===== src/rtl/ad7266_scan_ctrl_pkg.sv =====
// Shared types and defaults for the AD7266-class dual-SAR scan controller.
package ad7266_scan_ctrl_pkg;

  localparam int unsigned AddrW        = 3;
  localparam int unsigned DefClkDiv    = 2;
  localparam int unsigned DefFrameBits = 16;
  localparam int unsigned DefLeadBits  = 2;
  localparam int unsigned DefDataBits  = 12;
  localparam int unsigned DefNumCh     = 6;
  localparam int unsigned DefQuietCyc  = 4;

  typedef enum logic [1:0] {StIdle, StSetup, StShift, StQuiet} state_e;

  function automatic int unsigned max_u(input int unsigned a, input int unsigned b);
    return (a > b) ? a : b;
  endfunction

  function automatic logic [AddrW-1:0] next_ch(input logic [AddrW-1:0] ch,
                                               input int unsigned num_ch);
    return (ch == AddrW'(num_ch - 1)) ? '0 : ch + 1'b1;
  endfunction

endpackage


===== src/rtl/ad7266_scan_ctrl_sclk_div.sv =====
// SCLK generator for one CS_N-low frame: CLK_DIV cycles low then CLK_DIV high per bit.
module ad7266_scan_ctrl_sclk_div #(
  parameter int unsigned CLK_DIV    = 2,
  parameter int unsigned FRAME_BITS = 16,
  parameter int unsigned BitW       = $clog2(FRAME_BITS + 1)
) (
  input  logic            clk,
  input  logic            rst_n,
  input  logic            en_i,
  output logic            sclk_o,
  output logic            rise_o,
  output logic [BitW-1:0] bit_idx_o,
  output logic            frame_done_o
);

  localparam int unsigned DivW = $clog2(CLK_DIV + 1);

  logic [DivW-1:0] div_q;
  logic            phase_q;
  logic [BitW-1:0] bit_q;
  logic            last_half;

  assign last_half = (div_q == DivW'(CLK_DIV - 1));

  // Counters are held cleared outside the frame so every frame starts on a low half.
  always_ff @(posedge clk or negedge rst_n) begin
    if (!rst_n) begin
      div_q   <= '0;
      phase_q <= 1'b0;
      bit_q   <= '0;
    end else if (!en_i) begin
      div_q   <= '0;
      phase_q <= 1'b0;
      bit_q   <= '0;
    end else if (last_half) begin
      div_q   <= '0;
      phase_q <= ~phase_q;
      if (phase_q) bit_q <= bit_q + 1'b1;
    end else begin
      div_q <= div_q + 1'b1;
    end
  end

  always_comb begin
    sclk_o       = ~en_i | phase_q;
    rise_o       = en_i & ~phase_q & last_half;
    frame_done_o = en_i & phase_q & last_half & (bit_q == BitW'(FRAME_BITS - 1));
    bit_idx_o    = bit_q;
  end

endmodule


===== src/rtl/ad7266_scan_ctrl.sv =====
// Dual-SAR ADC channel-range scanner delivering tagged A/B result pairs on a valid/ready stream.
module ad7266_scan_ctrl
  import ad7266_scan_ctrl_pkg::*;
#(
  parameter int unsigned CLK_DIV    = DefClkDiv,
  parameter int unsigned FRAME_BITS = DefFrameBits,
  parameter int unsigned LEAD_BITS  = DefLeadBits,
  parameter int unsigned DATA_BITS  = DefDataBits,
  parameter int unsigned NUM_CH     = DefNumCh,
  parameter int unsigned QUIET_CYC  = DefQuietCyc
) (
  input  logic                 clk,
  input  logic                 rst_n,
  input  logic                 start,
  input  logic                 cont_en,
  input  logic [2:0]           ch_first,
  input  logic [2:0]           ch_last,
  input  logic                 range_sel,
  input  logic                 sgl_diff_n,
  output logic                 SCLK,
  output logic                 CS_N,
  output logic                 RANGE,
  output logic                 SGL_DIFN,
  output logic                 A2,
  output logic                 A1,
  output logic                 A0,
  input  logic                 DOUTA,
  input  logic                 DOUTB,
  output logic                 out_valid,
  input  logic                 out_ready,
  output logic [2:0]           out_ch,
  output logic [DATA_BITS-1:0] out_data_a,
  output logic [DATA_BITS-1:0] out_data_b,
  output logic                 busy,
  output logic                 overrun
);

  localparam int unsigned BitW = $clog2(FRAME_BITS + 1);
  localparam int unsigned CntW = $clog2(max_u(CLK_DIV, QUIET_CYC) + 1);

  state_e               state_q, state_d;
  logic [CntW-1:0]      cnt_q, cnt_d;
  logic [AddrW-1:0]     ch_q, first_q, last_q, out_ch_q;
  logic                 range_q, sgl_q;
  logic [DATA_BITS-1:0] sr_a_q, sr_b_q, out_a_q, out_b_q;
  logic                 out_valid_q, overrun_q;
  logic                 shift_en, rise, frame_done;
  logic [BitW-1:0]      bit_idx;
  logic                 setup_done, quiet_done, scan_last, in_window;

  ad7266_scan_ctrl_sclk_div #(
    .CLK_DIV   (CLK_DIV),
    .FRAME_BITS(FRAME_BITS),
    .BitW      (BitW)
  ) u_sclk_div (
    .clk         (clk),
    .rst_n       (rst_n),
    .en_i        (shift_en),
    .sclk_o      (SCLK),
    .rise_o      (rise),
    .bit_idx_o   (bit_idx),
    .frame_done_o(frame_done)
  );

  assign setup_done = (state_q == StSetup) && (cnt_q == CntW'(CLK_DIV - 1));
  assign quiet_done = (state_q == StQuiet) && (cnt_q == CntW'(QUIET_CYC - 1));
  assign scan_last  = (ch_q == last_q);
  assign in_window  = (bit_idx >= BitW'(LEAD_BITS)) && (bit_idx < BitW'(LEAD_BITS + DATA_BITS));

  always_ff @(posedge clk or negedge rst_n) begin
    if (!rst_n) begin
      state_q <= StIdle;
      cnt_q   <= '0;
    end else begin
      state_q <= state_d;
      cnt_q   <= cnt_d;
    end
  end

  always_comb begin
    state_d = state_q;
    unique case (state_q)
      StIdle:  if (start) state_d = StSetup;
      StSetup: if (setup_done) state_d = StShift;
      StShift: if (frame_done) state_d = StQuiet;
      StQuiet: if (quiet_done) state_d = (scan_last && !cont_en) ? StIdle : StSetup;
      default: state_d = StIdle;
    endcase
    cnt_d = (state_d != state_q) ? '0 : cnt_q + 1'b1;
  end

  always_ff @(posedge clk or negedge rst_n) begin
    if (!rst_n) begin
      ch_q        <= '0;
      first_q     <= '0;
      last_q      <= '0;
      range_q     <= 1'b0;
      sgl_q       <= 1'b1;
      sr_a_q      <= '0;
      sr_b_q      <= '0;
      out_valid_q <= 1'b0;
      out_ch_q    <= '0;
      out_a_q     <= '0;
      out_b_q     <= '0;
      overrun_q   <= 1'b0;
    end else begin
      if (state_q == StIdle && start) begin
        ch_q    <= ch_first;
        first_q <= ch_first;
        last_q  <= ch_last;
        range_q <= range_sel;
        sgl_q   <= sgl_diff_n;
      end else if (quiet_done) begin
        ch_q <= scan_last ? first_q : next_ch(ch_q, NUM_CH);
      end
      if (rise && in_window) begin
        sr_a_q <= {sr_a_q[DATA_BITS-2:0], DOUTA};
        sr_b_q <= {sr_b_q[DATA_BITS-2:0], DOUTB};
      end
      // A fresh result always wins; an unconsumed one is lost and flagged.
      overrun_q <= frame_done && out_valid_q && !out_ready;
      if (frame_done) begin
        out_valid_q <= 1'b1;
        out_ch_q    <= ch_q;
        out_a_q     <= sr_a_q;
        out_b_q     <= sr_b_q;
      end else if (out_valid_q && out_ready) begin
        out_valid_q <= 1'b0;
      end
    end
  end

  always_comb begin
    shift_en     = (state_q == StShift);
    CS_N         = ~shift_en;
    busy         = (state_q != StIdle);
    {A2, A1, A0} = ch_q;
    RANGE        = range_q;
    SGL_DIFN     = sgl_q;
    out_valid    = out_valid_q;
    out_ch       = out_ch_q;
    out_data_a   = out_a_q;
    out_data_b   = out_b_q;
    overrun      = overrun_q;
  end

endmodule

===== config.mk =====
export PLATFORM = sky130hd
export DESIGN_NAME = ad7266_scan_ctrl
export DESIGN_NICKNAME = d
export VERILOG_FILES = /design/src/rtl/ad7266_scan_ctrl_pkg.sv /design/src/rtl/ad7266_scan_ctrl_sclk_div.sv /design/src/rtl/ad7266_scan_ctrl.sv
export SDC_FILE = /design/constraint.sdc
export NUM_CORES = 1
export LEC_CHECK = 0
export ABC_AREA = 1
export BUFFER_PORTS_ARGS = -buffer_cell sky130_fd_sc_hd__buf_4
export CAP_MARGIN = 20
export CORE_AREA = 8 8 85 105
export CTS_CLUSTER_SIZE = 8
export DETAILED_ROUTE_END_ITERATION = 10
export DIE_AREA = 0 0 93 113
export SLEW_MARGIN = 15
export SYNTH_ARGS = -nofsm -noshare
export SYNTH_HDL_FRONTEND = slang
export SYNTH_SLANG_ARGS = --single-unit
export TNS_END_PERCENT = 30

===== constraint.sdc =====
create_clock -name clk -period 2.3 [get_ports clk]
set_clock_uncertainty 0.15 [all_clocks]
set_input_delay 0.46 -clock clk [delete_from_list [all_inputs] [get_ports clk]]
set_output_delay 0.46 -clock clk [all_outputs]
set_load 0.01 [all_outputs]

==> summary.md <==
| Metric | Value |
|---|---|
| Tmin final | `between 1.5 and 2 ns` |
| Synth Instances | `346` |
| Worst reg-to-reg path cell count | `10` |
| Pre-CTS setup slack | `~0.33 ns` |
| Routed WL | `6083 microns` |
| Outcome | `complete, no violations` |
| Syn Area/Cell | `9.185 sq um` |
| Critical Path Start | `u_sclk_div.bit_idx_o[1]$_DFFE_PN0P_` |
| Die area | `10510 sq um` |
| Lkg Pwr | `0.002097 uW` |
| Die Span Y | `113 microns` |
| Synth warn | `0` |
| Data arrival time of the critical path | `about 2 ns` |
| Most frequent cells in the layout | `nand2_1, dfrtp_1, buf_4, inv_1, o21ai_0` |
| Port Buffers | `51` |
| Post-DP HPWL | `4367 microns` |
| CTS root buf | `clkbuf_8` |
| Final worst slack | `~0.35 ns` |
| Reg2reg start | `u_sclk_div.bit_idx_o[1]$_DFFE_PN0P_` |
| Max-cap violation count | `0` |
| HP Class | `primary input to register` |
| Commonest non-fill, non-tap cell in the layout | `nand2_1` |
| Final-report setup violation count | `0` |
| First-pass GRT wire length | `roughly 11000 microns` |
| Largest net degree at the start of global routing | `between 40 and 50` |
| Initial core utilization | `0.4372` |
| Core Box Area | `7269 sq um` |
| Unrepaired setup endpoints after global routing | `false` |
| Die X-Extent | `roughly 93 microns` |
| Syn nets | `367` |
| Layout cells sized above 1 | `0.2039` |
| N_diodes | `0` |
| Routed length on met2 | `2926 microns` |
| CP max FO | `32` |
| Least-Margin Pin Slew | `0.5351 ns` |
| Pwr Density | `655.5 nW/um^2` |
| Post-CTS sizing | `0` |
| FF-to-FF End | `out_data_a[1]$_DFFE_PN0P_` |
| Peak supply drop | `0.3451 mV` |
| TritonCTS clock tree | `built` |
| Sink Count | `77` |
| CTS max path bufs | `2` |
| Clock-pin slew on the worst setup and hold paths | `0.08 ns` |
| Met1 Routed Length | `about 2700 microns` |
| 1st-iter DRT viols | `80` |
| Hold Violations, Final | `0` |
| Nets | `roughly 420` |
| R2R setup slack | `0.35 ns` |
| Metal3 WL | `around 320 microns` |
| Drt pass-1 iters | `4` |
| Total power | `~2600 uW` |
| Crit path to | `out_data_a[1]$_DFFE_PN0P_` |
| Cell area after synthesis | `~3200 sq um` |
| Rows | `35` |
| CTS H-tree depth | `3` |
| CP Capture Type | `register` |
| Fin Setup TNS | `0 ns` |
| Area delta synth->final | `22.80%` |
| Skew-Pair Late Insertion Delay | `approximately 0.33 ns` |
| WL per Instance | `between 10 and 15 microns` |
| CTS Hold Bufs | `1` |
| CP Class | `register to register` |
| Grt ovf | `0` |
| Register area share after synthesis | `0.6067` |
| Final Max Tran Viols | `0` |
| Vias per cell | `4.659` |
| Max Used Layer | `met4` |
| CTS buffer count | `9` |
| Synth cell types | `25` |
| Worst setup SP type | `register` |
| FF+latch count, synth | `77` |
| Top-level port count | `52` |
| Slew HR | `0.6395` |
| Fmax achieved | `0.5119 GHz` |
| Initial antenna violation count | `0` |
| Gr usage total | `0.1249` |
| Post-DRT Antenna Nets | `0` |
| Req. time, crit path | `2.41 ns` |
| Fin crit share | `0.8493` |
| Post-CTS setup buffer count | `0` |
| GPL Wtd Cong | `0.7855` |
| Vias in the first global route | `2289` |
| Routed vias | `2325` |
| DRC Markers | `0` |
-- logic make-up after synthesis --
| family | after synthesis | synth area share |
|---|---|---|
| buffers and inverters | 60 | 0.07835 |
| XOR/XNOR | 1 | 0.002756 |
| AO/OA/AOI/OAI | 75 | 0.1232 |
| adder cells (fa/ha/maj) | 6 | 0.02362 |
| AND/OR/NAND/NOR | 127 | 0.1654 |
| flip-flops | 77 | 0.6067 |
-- per-layer routing --
layer,vias up,global-route usage
li1,1198,-
met1,1076,0.1493
met2,41,0.2012
met3,10,0.03444
met4,0,0.06142
met5,-,0
-- synthesized netlist by cell type --
library cell | count | area share
dfrtp_1 | 76 | 0.60
ha_1 | 6 | 0.024
o21ai_0 | 40 | 0.063
nor2_1 | 18 | 0.021
nor3_1 | 2 | 0.0031
nand2_2 | 3 | 0.0059
nand3_1 | 3 | 0.0047
xnor2_1 | 1 | 0.0028
inv_2 | 2 | 0.0024
o22ai_1 | 1 | 0.0020
nor3_2 | 1 | 0.0031
nand2_1 | 93 | 0.11
dfstp_2 | 1 | 0.0083
buf_4 | 1 | 0.0024
o21ai_1 | 16 | 0.025
nand3b_1 | 1 | 0.0024
buf_2 | 4 | 0.0063
nand4_1 | 3 | 0.0059
o21ai_2 | 4 | 0.011
buf_6 | 2 | 0.0071
inv_1 | 47 | 0.056
a21oi_1 | 14 | 0.022
clkbuf_1 | 4 | 0.0047
nor2_4 | 2 | 0.0071
nor4_1 | 1 | 0.0020
-- power by group --
| group | internal [uW] | total (uW) | leakage, uW | switching, uW |
|---|---|---|---|---|
| clock | 612 | 1100 | 0.000107 | 484 |
| sequential | 1370 | 1380 | 0.000968 | 9.34 |
| combinational | 31.5 | 80.4 | 0.00102 | 48.8 |
| total | 2020 | 2560 | 0.00210 | 542 |
-- how the worst min path moves through the flow --
stage          depth (start not counted)                             to                           from
6_report                               2              overrun$_DFF_PN0_                      out_ready
5_1_grt                                2              overrun$_DFF_PN0_                      out_ready
4_1_cts                                2              overrun$_DFF_PN0_                      out_ready
3_5_place_dp                           1  u_sclk_div.div_q[0]$_DFF_PN0_  u_sclk_div.div_q[0]$_DFF_PN0_
3_3_place_gp                           1  u_sclk_div.div_q[0]$_DFF_PN0_  u_sclk_div.div_q[0]$_DFF_PN0_
2_1_floorplan                          0              RANGE$_DFFE_PN0P_                          rst_n
-- state kept, by name (all words and copies together) (netlist names) --
signal and flops:
out_data_a 12, out_data_b 12, sr_a_q 12, sr_b_q 12, u_sclk_div.bit_idx_o 5, ch_q 3, cnt_q 3, first_q 3
last_q 3, out_ch 3, state_q 2, u_sclk_div.div_q 2, RANGE 1, SGL_DIFN 1, out_valid 1, overrun 1
u_sclk_div.phase_q 1
-- worst max-delay path: stages, from the launching register on --
cell	delay, ns
dfrtp_1	0.43
ha_1	0.21
nand2_1	0.09
nor2_1	0.05
ha_1	0.17
inv_1	0.09
nor2_4	0.06
inv_2	0.27
buf_12	0.22
nand2_1	0.06
o21ai_0	0.08
-- final cells by class --
class,count,area (sq um)
clock inverter,6,86.33
tap,92,115.1
inverter,49,183.9
multi-input combinational,209,1001
sequential,77,1928
timing repair buffer,56,460.4
fill,703,3367
clock buffer,10,127.6
-- metrics by stage --
| stage | hold slack [ns] | instances | area, sq um | utilization |
|---|---|---|---|---|
| floorplan | 0.01441 | 346 | 3178 | - |
| global placement | 0.2864 | 482 | 3679 | 0.5060 |
| detailed placement | 0.2920 | 482 | 3679 | 0.5060 |
| CTS | 0.1477 | 499 | 3902 | 0.5368 |
| global route | 0.1445 | 499 | 3902 | 0.5368 |
| finish | 0.1590 | 499 | 3902 | 0.5368 |
Note: power is estimated with default switching activity, not from simulation.
